File: config.mk
export PLATFORM = sky130hd
export DESIGN_NAME = alu_issue_ctrl_flat
export DESIGN_NICKNAME = d
export VERILOG_FILES = /design/src/rtl/alu_issue_ctrl_if.sv /design/src/rtl/alu_issue_ctrl.sv /design/src/flat_wrapper.sv
export SDC_FILE = /design/constraint.sdc
export NUM_CORES = 1
export LEC_CHECK = 0
export CAP_MARGIN = 10
export CORE_MARGIN = 3
export CORE_UTILIZATION = 40
export DETAILED_ROUTE_END_ITERATION = 6
export PLACE_DENSITY = 0.65
export SYNTH_ARGS = -nofsm -noshare
export SYNTH_HDL_FRONTEND = slang
export SYNTH_SLANG_ARGS = --single-unit
File: constraint.sdc
create_clock -name clk_i -period 3.1 [get_ports clk_i]
set_input_delay 0.31 -clock clk_i [delete_from_list [all_inputs] [get_ports clk_i]]
set_output_delay 0.31 -clock clk_i [all_outputs]
set_load 0.1 [all_outputs]
File: src/rtl/alu_issue_ctrl_if.sv
// Bundle of command, ALU-side and result signals for alu_issue_ctrl.
// The master modport is the environment: the command source, the ALU and the
// result consumer. The slave modport is the issue controller itself.
interface alu_issue_ctrl_if #(
    parameter int IN_DATA_WIDTH  = 16,
    parameter int OUT_DATA_WIDTH = 32
);
    logic                      cmd_valid;
    logic                      cmd_ready;
    logic [IN_DATA_WIDTH-1:0]  cmd_a;
    logic [IN_DATA_WIDTH-1:0]  cmd_b;
    logic [3:0]                cmd_fun;

    logic [IN_DATA_WIDTH-1:0]  alu_a;
    logic [IN_DATA_WIDTH-1:0]  alu_b;
    logic [3:0]                alu_fun;
    logic [OUT_DATA_WIDTH-1:0] alu_out;
    logic                      arith_flag;
    logic                      logic_flag;
    logic                      cmp_flag;
    logic                      shift_flag;

    logic                      res_valid;
    logic                      res_ready;
    logic [OUT_DATA_WIDTH-1:0] res_data;
    logic [3:0]                res_flags;
    logic                      res_err;
    logic                      busy;

    modport master (
        output cmd_valid, cmd_a, cmd_b, cmd_fun,
        input  cmd_ready,
        input  alu_a, alu_b, alu_fun,
        output alu_out, arith_flag, logic_flag, cmp_flag, shift_flag,
        input  res_valid, res_data, res_flags, res_err, busy,
        output res_ready
    );

    modport slave (
        input  cmd_valid, cmd_a, cmd_b, cmd_fun,
        output cmd_ready,
        output alu_a, alu_b, alu_fun,
        input  alu_out, arith_flag, logic_flag, cmp_flag, shift_flag,
        output res_valid, res_data, res_flags, res_err, busy,
        input  res_ready
    );
endinterface

File: src/rtl/alu_issue_ctrl.sv
// alu_issue_ctrl: queues ALU commands in a small FIFO, issues them one at a
// time to an external registered ALU and holds each result until consumed.
// Optional macro ALU_ISSUE_DIV0_CHECK_EN: rejects divide (fun 4'b0011) with a
// zero divisor without touching the ALU and reports it on res_err.
//
// state | meaning
// IDLE  | waiting for a queued command; pops and loads the ALU operands
// ISSUE | operands stable, ALU registers its result at the end of this cycle
// WAIT  | ALU result available, captured into the result registers
// HOLD  | result presented, waiting for res_ready
module alu_issue_ctrl #(
    parameter int IN_DATA_WIDTH  = 16,
    parameter int OUT_DATA_WIDTH = 32,
    parameter int FIFO_DEPTH     = 4
) (
    input  logic           clk_i,
    input  logic           rst_n_i,
    alu_issue_ctrl_if.slave bus
);
    typedef enum logic [1:0] {S_IDLE, S_ISSUE, S_WAIT, S_HOLD} state_t;

    localparam int PTR_W = $clog2(FIFO_DEPTH);
    localparam int CNT_W = PTR_W + 1;
    localparam logic [CNT_W-1:0] CNT_FULL = CNT_W'(FIFO_DEPTH);
    localparam logic [3:0] FUN_NOP = 4'b1111;
    localparam logic [3:0] FUN_DIV = 4'b0011;

    logic [IN_DATA_WIDTH-1:0]  fifo_a_q   [FIFO_DEPTH];
    logic [IN_DATA_WIDTH-1:0]  fifo_b_q   [FIFO_DEPTH];
    logic [3:0]                fifo_fun_q [FIFO_DEPTH];
    logic [PTR_W-1:0]          wr_ptr_q, rd_ptr_q;
    logic [CNT_W-1:0]          count_q;

    state_t                    state_q, state_d;
    logic [IN_DATA_WIDTH-1:0]  alu_a_q, alu_a_d;
    logic [IN_DATA_WIDTH-1:0]  alu_b_q, alu_b_d;
    logic [3:0]                alu_fun_q, alu_fun_d;
    logic                      res_valid_q, res_valid_d;
    logic [OUT_DATA_WIDTH-1:0] res_data_q, res_data_d;
    logic [3:0]                res_flags_q, res_flags_d;

    logic                      push, pop, fifo_empty, reject;
    logic [IN_DATA_WIDTH-1:0]  head_a, head_b;
    logic [3:0]                head_fun;

    assign fifo_empty    = (count_q == '0);
    assign bus.cmd_ready = (count_q != CNT_FULL);
    assign push          = bus.cmd_valid && bus.cmd_ready;
    assign head_a        = fifo_a_q[rd_ptr_q];
    assign head_b        = fifo_b_q[rd_ptr_q];
    assign head_fun      = fifo_fun_q[rd_ptr_q];

`ifdef ALU_ISSUE_DIV0_CHECK_EN
    logic res_err_q, res_err_d;
    assign reject      = (head_fun == FUN_DIV) && (head_b == '0);
    assign bus.res_err = res_err_q;
`else
    assign reject      = 1'b0;
    assign bus.res_err = 1'b0;
`endif

    // Command FIFO storage, pointers and occupancy; pointers wrap naturally.
    always_ff @(posedge clk_i or negedge rst_n_i) begin
        if (!rst_n_i) begin
            for (int i = 0; i < FIFO_DEPTH; i++) begin
                fifo_a_q[i]   <= '0;
                fifo_b_q[i]   <= '0;
                fifo_fun_q[i] <= '0;
            end
            wr_ptr_q <= '0;
            rd_ptr_q <= '0;
            count_q  <= '0;
        end else begin
            if (push) begin
                fifo_a_q[wr_ptr_q]   <= bus.cmd_a;
                fifo_b_q[wr_ptr_q]   <= bus.cmd_b;
                fifo_fun_q[wr_ptr_q] <= bus.cmd_fun;
                wr_ptr_q             <= wr_ptr_q + 1'b1;
            end
            if (pop) begin
                rd_ptr_q <= rd_ptr_q + 1'b1;
            end
            case ({push, pop})
                2'b10:   count_q <= count_q + 1'b1;
                2'b01:   count_q <= count_q - 1'b1;
                default: count_q <= count_q;
            endcase
        end
    end

    // FSM state and ALU/result registers.
    always_ff @(posedge clk_i or negedge rst_n_i) begin
        if (!rst_n_i) begin
            state_q     <= S_IDLE;
            alu_a_q     <= '0;
            alu_b_q     <= '0;
            alu_fun_q   <= FUN_NOP;
            res_valid_q <= 1'b0;
            res_data_q  <= '0;
            res_flags_q <= '0;
        end else begin
            state_q     <= state_d;
            alu_a_q     <= alu_a_d;
            alu_b_q     <= alu_b_d;
            alu_fun_q   <= alu_fun_d;
            res_valid_q <= res_valid_d;
            res_data_q  <= res_data_d;
            res_flags_q <= res_flags_d;
        end
    end

`ifdef ALU_ISSUE_DIV0_CHECK_EN
    // Error flag accompanying the held result.
    always_ff @(posedge clk_i or negedge rst_n_i) begin
        if (!rst_n_i) begin
            res_err_q <= 1'b0;
        end else begin
            res_err_q <= res_err_d;
        end
    end
`endif

    // Next-state, FIFO pop and register updates for each FSM state.
    always_comb begin
        state_d     = state_q;
        alu_a_d     = alu_a_q;
        alu_b_d     = alu_b_q;
        alu_fun_d   = alu_fun_q;
        res_valid_d = res_valid_q;
        res_data_d  = res_data_q;
        res_flags_d = res_flags_q;
        pop         = 1'b0;
`ifdef ALU_ISSUE_DIV0_CHECK_EN
        res_err_d   = res_err_q;
`endif
        case (state_q)
            S_IDLE: begin
                if (!fifo_empty) begin
                    pop = 1'b1;
                    if (reject) begin
                        // Rejected divide skips the ALU; operands stay as they were.
                        res_valid_d = 1'b1;
                        res_data_d  = '0;
                        res_flags_d = '0;
`ifdef ALU_ISSUE_DIV0_CHECK_EN
                        res_err_d   = 1'b1;
`endif
                        state_d     = S_HOLD;
                    end else begin
                        alu_a_d   = head_a;
                        alu_b_d   = head_b;
                        alu_fun_d = head_fun;
                        state_d   = S_ISSUE;
                    end
                end
            end
            S_ISSUE: begin
                state_d = S_WAIT;
            end
            S_WAIT: begin
                res_data_d  = bus.alu_out;
                res_flags_d = {bus.shift_flag, bus.cmp_flag, bus.logic_flag, bus.arith_flag};
                res_valid_d = 1'b1;
`ifdef ALU_ISSUE_DIV0_CHECK_EN
                res_err_d   = 1'b0;
`endif
                state_d     = S_HOLD;
            end
            S_HOLD: begin
                if (bus.res_ready) begin
                    res_valid_d = 1'b0;
                    alu_fun_d   = FUN_NOP;
                    state_d     = S_IDLE;
                end
            end
            default: state_d = S_IDLE;
        endcase
    end

    assign bus.alu_a     = alu_a_q;
    assign bus.alu_b     = alu_b_q;
    assign bus.alu_fun   = alu_fun_q;
    assign bus.res_valid = res_valid_q;
    assign bus.res_data  = res_data_q;
    assign bus.res_flags = res_flags_q;
    assign bus.busy      = (state_q != S_IDLE) || !fifo_empty;
endmodule

File: src/flat_wrapper.sv
// flat-port wrapper written by rule: the top's interface ports become plain ports
module alu_issue_ctrl_flat 
#(
    parameter int IN_DATA_WIDTH  = 16,
    parameter int OUT_DATA_WIDTH = 32,
    parameter int FIFO_DEPTH     = 4
)
  (clk_i, rst_n_i, bus_cmd_valid, bus_cmd_a, bus_cmd_b, bus_cmd_fun, bus_cmd_ready, bus_alu_a, bus_alu_b, bus_alu_fun, bus_alu_out, bus_arith_flag, bus_logic_flag, bus_cmp_flag, bus_shift_flag, bus_res_valid, bus_res_data, bus_res_flags, bus_res_err, bus_busy, bus_res_ready);
  alu_issue_ctrl_if #(.IN_DATA_WIDTH(IN_DATA_WIDTH), .OUT_DATA_WIDTH(OUT_DATA_WIDTH)) bus_i ();
  input  logic clk_i;
  input  logic rst_n_i;
  input wire logic [$bits(bus_i.cmd_valid)-1:0] bus_cmd_valid;
  input wire logic [$bits(bus_i.cmd_a)-1:0] bus_cmd_a;
  input wire logic [$bits(bus_i.cmd_b)-1:0] bus_cmd_b;
  input wire logic [$bits(bus_i.cmd_fun)-1:0] bus_cmd_fun;
  output wire logic [$bits(bus_i.cmd_ready)-1:0] bus_cmd_ready;
  output wire logic [$bits(bus_i.alu_a)-1:0] bus_alu_a;
  output wire logic [$bits(bus_i.alu_b)-1:0] bus_alu_b;
  output wire logic [$bits(bus_i.alu_fun)-1:0] bus_alu_fun;
  input wire logic [$bits(bus_i.alu_out)-1:0] bus_alu_out;
  input wire logic [$bits(bus_i.arith_flag)-1:0] bus_arith_flag;
  input wire logic [$bits(bus_i.logic_flag)-1:0] bus_logic_flag;
  input wire logic [$bits(bus_i.cmp_flag)-1:0] bus_cmp_flag;
  input wire logic [$bits(bus_i.shift_flag)-1:0] bus_shift_flag;
  output wire logic [$bits(bus_i.res_valid)-1:0] bus_res_valid;
  output wire logic [$bits(bus_i.res_data)-1:0] bus_res_data;
  output wire logic [$bits(bus_i.res_flags)-1:0] bus_res_flags;
  output wire logic [$bits(bus_i.res_err)-1:0] bus_res_err;
  output wire logic [$bits(bus_i.busy)-1:0] bus_busy;
  input wire logic [$bits(bus_i.res_ready)-1:0] bus_res_ready;
  assign bus_i.cmd_valid = bus_cmd_valid;
  assign bus_i.cmd_a = bus_cmd_a;
  assign bus_i.cmd_b = bus_cmd_b;
  assign bus_i.cmd_fun = bus_cmd_fun;
  assign bus_cmd_ready = bus_i.cmd_ready;
  assign bus_alu_a = bus_i.alu_a;
  assign bus_alu_b = bus_i.alu_b;
  assign bus_alu_fun = bus_i.alu_fun;
  assign bus_i.alu_out = bus_alu_out;
  assign bus_i.arith_flag = bus_arith_flag;
  assign bus_i.logic_flag = bus_logic_flag;
  assign bus_i.cmp_flag = bus_cmp_flag;
  assign bus_i.shift_flag = bus_shift_flag;
  assign bus_res_valid = bus_i.res_valid;
  assign bus_res_data = bus_i.res_data;
  assign bus_res_flags = bus_i.res_flags;
  assign bus_res_err = bus_i.res_err;
  assign bus_busy = bus_i.busy;
  assign bus_i.res_ready = bus_res_ready;
  alu_issue_ctrl #(.IN_DATA_WIDTH(IN_DATA_WIDTH), .OUT_DATA_WIDTH(OUT_DATA_WIDTH), .FIFO_DEPTH(FIFO_DEPTH)) u_core (.clk_i(clk_i), .rst_n_i(rst_n_i), .bus(bus_i));
endmodule
### Yosys cells after proc, flatten, opt, wreduce, memory -nomap -nowiden

Cells that the tools add are included.

| storage, ports and cells | value |
|---|---|
| logic and storage cells | 81 |
| register bits after elaboration | 226 |
| output and inout bits | 76 |
| input bits | 76 |

| operators by class | value |
|---|---|
| add/sub/neg operators | 4 |
| mux-type cells | 27 |
| equality and inequality tests | 8 |
| bitwise logic cells | 3 |
| order comparisons | 3 |
| reduce and logical (&&, ||, !) cells | 14 |

Operator list:

| kind | number |
|---|---|
| bitwise mux 64 bit | 2 |
| 2-to-1 mux 16 bit | 5 |
| binary-select mux 16 bit (select 2 bit) | 2 |
| demux 16 bit (select 2 bit) | 1 |
| 2-to-1 mux 4 bit | 5 |
| bitwise mux 16 bit | 1 |
| binary-select mux 4 bit (select 2 bit) | 1 |
| demux 4 bit (select 2 bit) | 1 |
| case mux 2 bit (4 select lines) | 1 |
| case mux 4 bit (2 select lines) | 1 |
| nonzero test 2 bit | 4 |
| == test 2 bit (second input constant) | 3 |
| >= comparator 3 bit (second input constant) | 2 |
| inverter 2 -> 3 bit | 2 |
| case mux 3 bit (2 select lines) | 1 |
| AND reduction 2 bit | 3 |
| adder 2 x 1 -> 2 bit (second input constant) | 2 |
| == test 2 x 1 -> 1 bit (second input constant) | 2 |
| 2-to-1 mux 2 bit | 2 |
| != test 2 bit (second input constant) | 2 |
| adder 3 x 1 -> 3 bit (second input constant) | 1 |
| logical NOT 3 bit | 1 |
| < comparator 3 x 1 -> 1 bit (second input constant) | 1 |
| 2-to-1 mux 1 bit | 3 |
| other kinds (9) | 10 |

### Logic depth before layout (Yosys ltp)

| depth | value |
|---|---|
| depth after elaboration | 6 |
| mapped depth | 11 |
| gate-level depth less buffers | 10 |

### Worst setup path before layout

No wires, ideal clock.

| path | value |
|---|---|
| kind | reg-to-reg |
| from | register u_core.state_q[0] |
| to | register u_core.count_q[2] |
| data required time | 3.021 ns |
| buffers on the path | 1 |
| clock period less this slack | 2.255 ns |
| stages on the path, launching flop included | 12 |
| arrival time | 2.176 ns |
| setup slack | 0.845 ns |
| setup time | 0.079 ns |
| cell sequence | dfrtp_1 inv_1 ha_1 o31ai_2 inv_2 clkbuf_1 ha_1 inv_1 fa_1 xor2_1 nor2_1 xor2_1 |

| between the ends | value |
|---|---|
| word-level cells in the longest chain between the ends | 4 |
| elaborated cells on any way between the ends | 6 |
| those cells by class | eq/ne: 2; mux: 2; reduce/logical: 2 |

RTL lines:

| item | line | RTL |
|---|---|---|
| start: declaration | alu_issue_ctrl.sv:34 | `state_t state_q, state_d;` |
| start signal: assignment | alu_issue_ctrl.sv:102 | `state_q <= state_d;` |
| logical NOT 2 bit (*) | alu_issue_ctrl.sv:136 | `case (state_q)` |
| 2-to-1 mux 1 bit (*) | alu_issue_ctrl.sv:136 |  |
| named net u_core.pop | alu_issue_ctrl.sv:42 | `logic push, pop, fifo_empty, reject;` |
| == test 2 x 1 -> 1 bit / == test 2 bit (equally long branches) | alu_issue_ctrl.sv:83 | `case ({push, pop})` |
| case mux 3 bit (2 select lines) / nonzero test 2 bit (equally long branches) | - |  |
| end signal: assignment | alu_issue_ctrl.sv:84 | `2'b10: count_q <= count_q + 1'b1;` |
| end signal: assignment | alu_issue_ctrl.sv:85 | `2'b01: count_q <= count_q - 1'b1;` |
| end signal: assignment | alu_issue_ctrl.sv:86 | `default: count_q <= count_q;` |
| end: declaration | alu_issue_ctrl.sv:32 | `logic [CNT_W-1:0] count_q;` |

Mark *: on every way through the listed nets, which the timed path passes. The rest lies on a longest branch.
A chain may end at the register's enable or synchronous reset.

### Final worst setup path

| path | value |
|---|---|
| from | register u_core.state_q[0] |
| to | output port bus_busy |

| between the ends | value |
|---|---|
| word-level cells in the longest chain between the ends | 2 |

RTL lines:

| item | line | RTL |
|---|---|---|
| nonzero test 2 bit | alu_issue_ctrl.sv:186 | `assign bus.busy = (state_q != S_IDLE) \|\| !fifo_empty;` |
| logical OR 1 bit | alu_issue_ctrl.sv:186 |  |
| end: declaration | flat_wrapper.sv:29 | `output wire logic [$bits(bus_i.busy)-1:0] bus_busy;` |

Every way passes these cells.

==> results.toml <==
[cells_and_area]
drive_gt1_share_pct = 37.1
nNetsFinal = 878
post-route-util_pct = 51.6
area_growth_pct = 25.5
antenna_cells = 0

[sta]
rsz0062_at_grt = "no"
period_needed_ps = 2560
relSlewSlack_pct = 33.3
setup_viol_count_final = 0
fmax_mhz = 391
tns_ps = 0
clock_skew_ps = 7.87
whs_ps = 408
hold_viol_final = 0
period_share_pct = 82.6
slew_violations = 0
tightest_slew_ps = 997

[critical_path]
max_stage_delay_ps = 600
crit_arrival_ps = 2250
crit_fanout = 4
end_kind = "primary output"
critPathRequiredTime_ps = 2790
path_cells = "inv_1 -> ha_1 -> nor4b_1 -> inv_1 -> buf_4"
cp_num_buf_inv = 3
slowest_stage = "nor4b_1"
crit_type = "register to primary output"
worst_path_most_repeated_cell = "inv_1"
cp_top_family = "simple AND/OR/NAND/NOR gates"
start_kind = "register"

[global_routing]
grt_pass1_vias = 6268
gr-total-overflow = 0
track_usage_pct = 16.0
antenna_found_initial = 1
grt_max_degree = 96
grt_pass1_wl_mm = 34.6

[floorplan]
dieHeight_um = 165
coreArea_mm2 = 0.0246
start_util_pct = 41.1
io_pins = 152
rows = 57
die_w_um = 165
fp.dieArea_mm2 = 0.0272

[logic_synthesis]
synth_area_leaders = "dfrtp_1 55%, mux2_4 18%, mux4_2 8.0%, mux2_2 6.9%, nand2_1 3.7%"
synth_cell_types = 31
synth_top_area_share_pct = 55.0
synth_cells = 625
synthesis.area_mm2 = 0.0101
ys_seq_elements = 226
ys_seq_area_share_pct = 56.0
yosys.area.top_type = "dfrtp_1"
yosysWarnings = 0
synth_area_per_cell_um2 = 16.2
syn_nets = 711

[clocking]
cts_tree = "yes"
root_buffer = "clkbuf_16"
h-tree-depth = 1
clkTransAtPathRegs_ps = 60
cts_buffers = 25
cts_resized = 0
cts_max_path_buffers = 3
clock_latency_ps = 500
numClockSinks = 226

[hold_path]
hold_class = "input port to asynchronous set/reset pin"

[drt]
drt-met1-wl_mm = 9.57
via_per_inst = 4.99
drc = 0
dr.pass1.iters = 4
routed_wl_mm = 21.5
drt_iter0_markers = 205
topRoutingLayerUsed = "met5"
wl_met2_mm = 10.5
vias = 5653
drt.antenna.violating_nets = 0
wl_per_cell_um = 19.0
wl_met3_mm = 1.09

[run_status]
status = "finished, final reports clean"

[place]
port_buffers = 150
gp_congestion = 0.748
dpl.hpwl_mm = 14.2

[job]
cap_viol_max_count = 0
## sequential cells by signal, summed over array words and instances (netlist names), 3 cells and up
name,count
u_core.fifo_b_q,64
u_core.fifo_a_q,64
u_core.count_q,3
u_core.bus.alu_fun,4
u_core.bus.alu_b,16
u_core.bus.res_data,32
u_core.bus.res_flags,4
u_core.bus.alu_a,16
u_core.fifo_fun_q,16
## area by class of cell
class,instances,area (µm²)
Fill cell,2006,11900
Sequential cell,226,5670
Clock buffer,36,727
Inverter,10,37.5
Multi-Input combinational cell,356,4070
Timing Repair Buffer,173,1660
Clock inverter,8,121
Tap cell,324,405
## per-stage QoR
| stage | instance area (µm²) | setup WS, ps | cells |
|---|---|---|---|
| after floorplan | 10100 | 845 | 625 |
| after global placement | 11800 | 754 | 1088 |
| after CTS | 12700 | 478 | 1133 |
| after global routing | 12700 | 388 | 1133 |
| final | 12700 | 540 | 1133 |
| after detailed placement | 11800 | 686 | 1088 |
## cell families (layout without fill, tap and decap cells)
group	Yosys count	count (layout)	synth area share [%]
flops	226	226	56.0
xor+xnor	6	6	0.520
simple gates	113	113	4.90
mux	219	219	32.9
compound gates	7	7	0.582
buf+inv	43	227	3.80
fa+ha+maj	10	10	1.31
other cells	1	1	0.0371
## placed cells by master, fill, tap and decap left out, drive strengths merged, types with 2 or more instances in the layout
master,Yosys,routed
clkinv,0,3
dfrtp,222,222
nor2,5,5
mux4,36,36
xnor2,4,4
dfstp,4,4
bufinv,0,3
clkdlybuf4s50,0,141
clkbuf,8,36
ha,9,9
nand3,4,4
o22a,4,4
mux2,182,182
inv,10,11
xor2,2,2
nand2,99,99
buf,25,31
## what timing repair did
action / 4_1_cts / 5_1_grt
buffers inserted: 0 / 0
hold endpoints to repair: 86 / 0
hold buffers: 1 / 0
## synth_stat cells
cell / instances
buf_1: 2
buf_12: 12
buf_2: 7
buf_4: 3
buf_6: 1
clkbuf_1: 8
conb_1: 1
dfrtp_1: 222
dfstp_2: 4
fa_1: 1
ha_1: 9
inv_1: 9
inv_2: 1
mux2_2: 62
mux2_4: 120
mux2i_1: 1
mux4_2: 36
nand2_1: 99
nand3_4: 4
nor2_1: 5
nor2b_1: 1
nor3_1: 1
nor4b_1: 1
o21ai_0: 1
o22a_1: 4
o22ai_1: 1
o31ai_2: 1
or3_1: 1
or3b_1: 1
xnor2_1: 4
xor2_1: 2
## per-layer routing
layer | vias up | global-route usage [%]
li1 | 2517 | -
met1 | 2973 | 21.6
met2 | 132 | 27.3
met3 | 29 | 2.73
met4 | 2 | 3.09
met5 | - | 0
## path summary, 6_finish.rpt
check	startpoint	to	slack (ps)	cells past startpoint
min in group clk_i	bus_alu_out[8]	u_core.bus.res_data[8]	420	2
max in group asynchronous	rst_n_i	u_core.bus.res_flags[0]	1780	3
worst min register to register	u_core.bus.alu_a[7]	u_core.bus.alu_a[7]	470	2
worst max register to register	u_core.count_q[1]	u_core.count_q[2]	690	8
worst min-delay path	rst_n_i	u_core.bus.res_flags[2]	410	2
worst max-delay path	u_core.state_q[0]	bus_busy	540	5
Power is left out: the tool's default activity adds up to more than one toggle a clock period on the data nets, which glitch-free logic cannot reach.
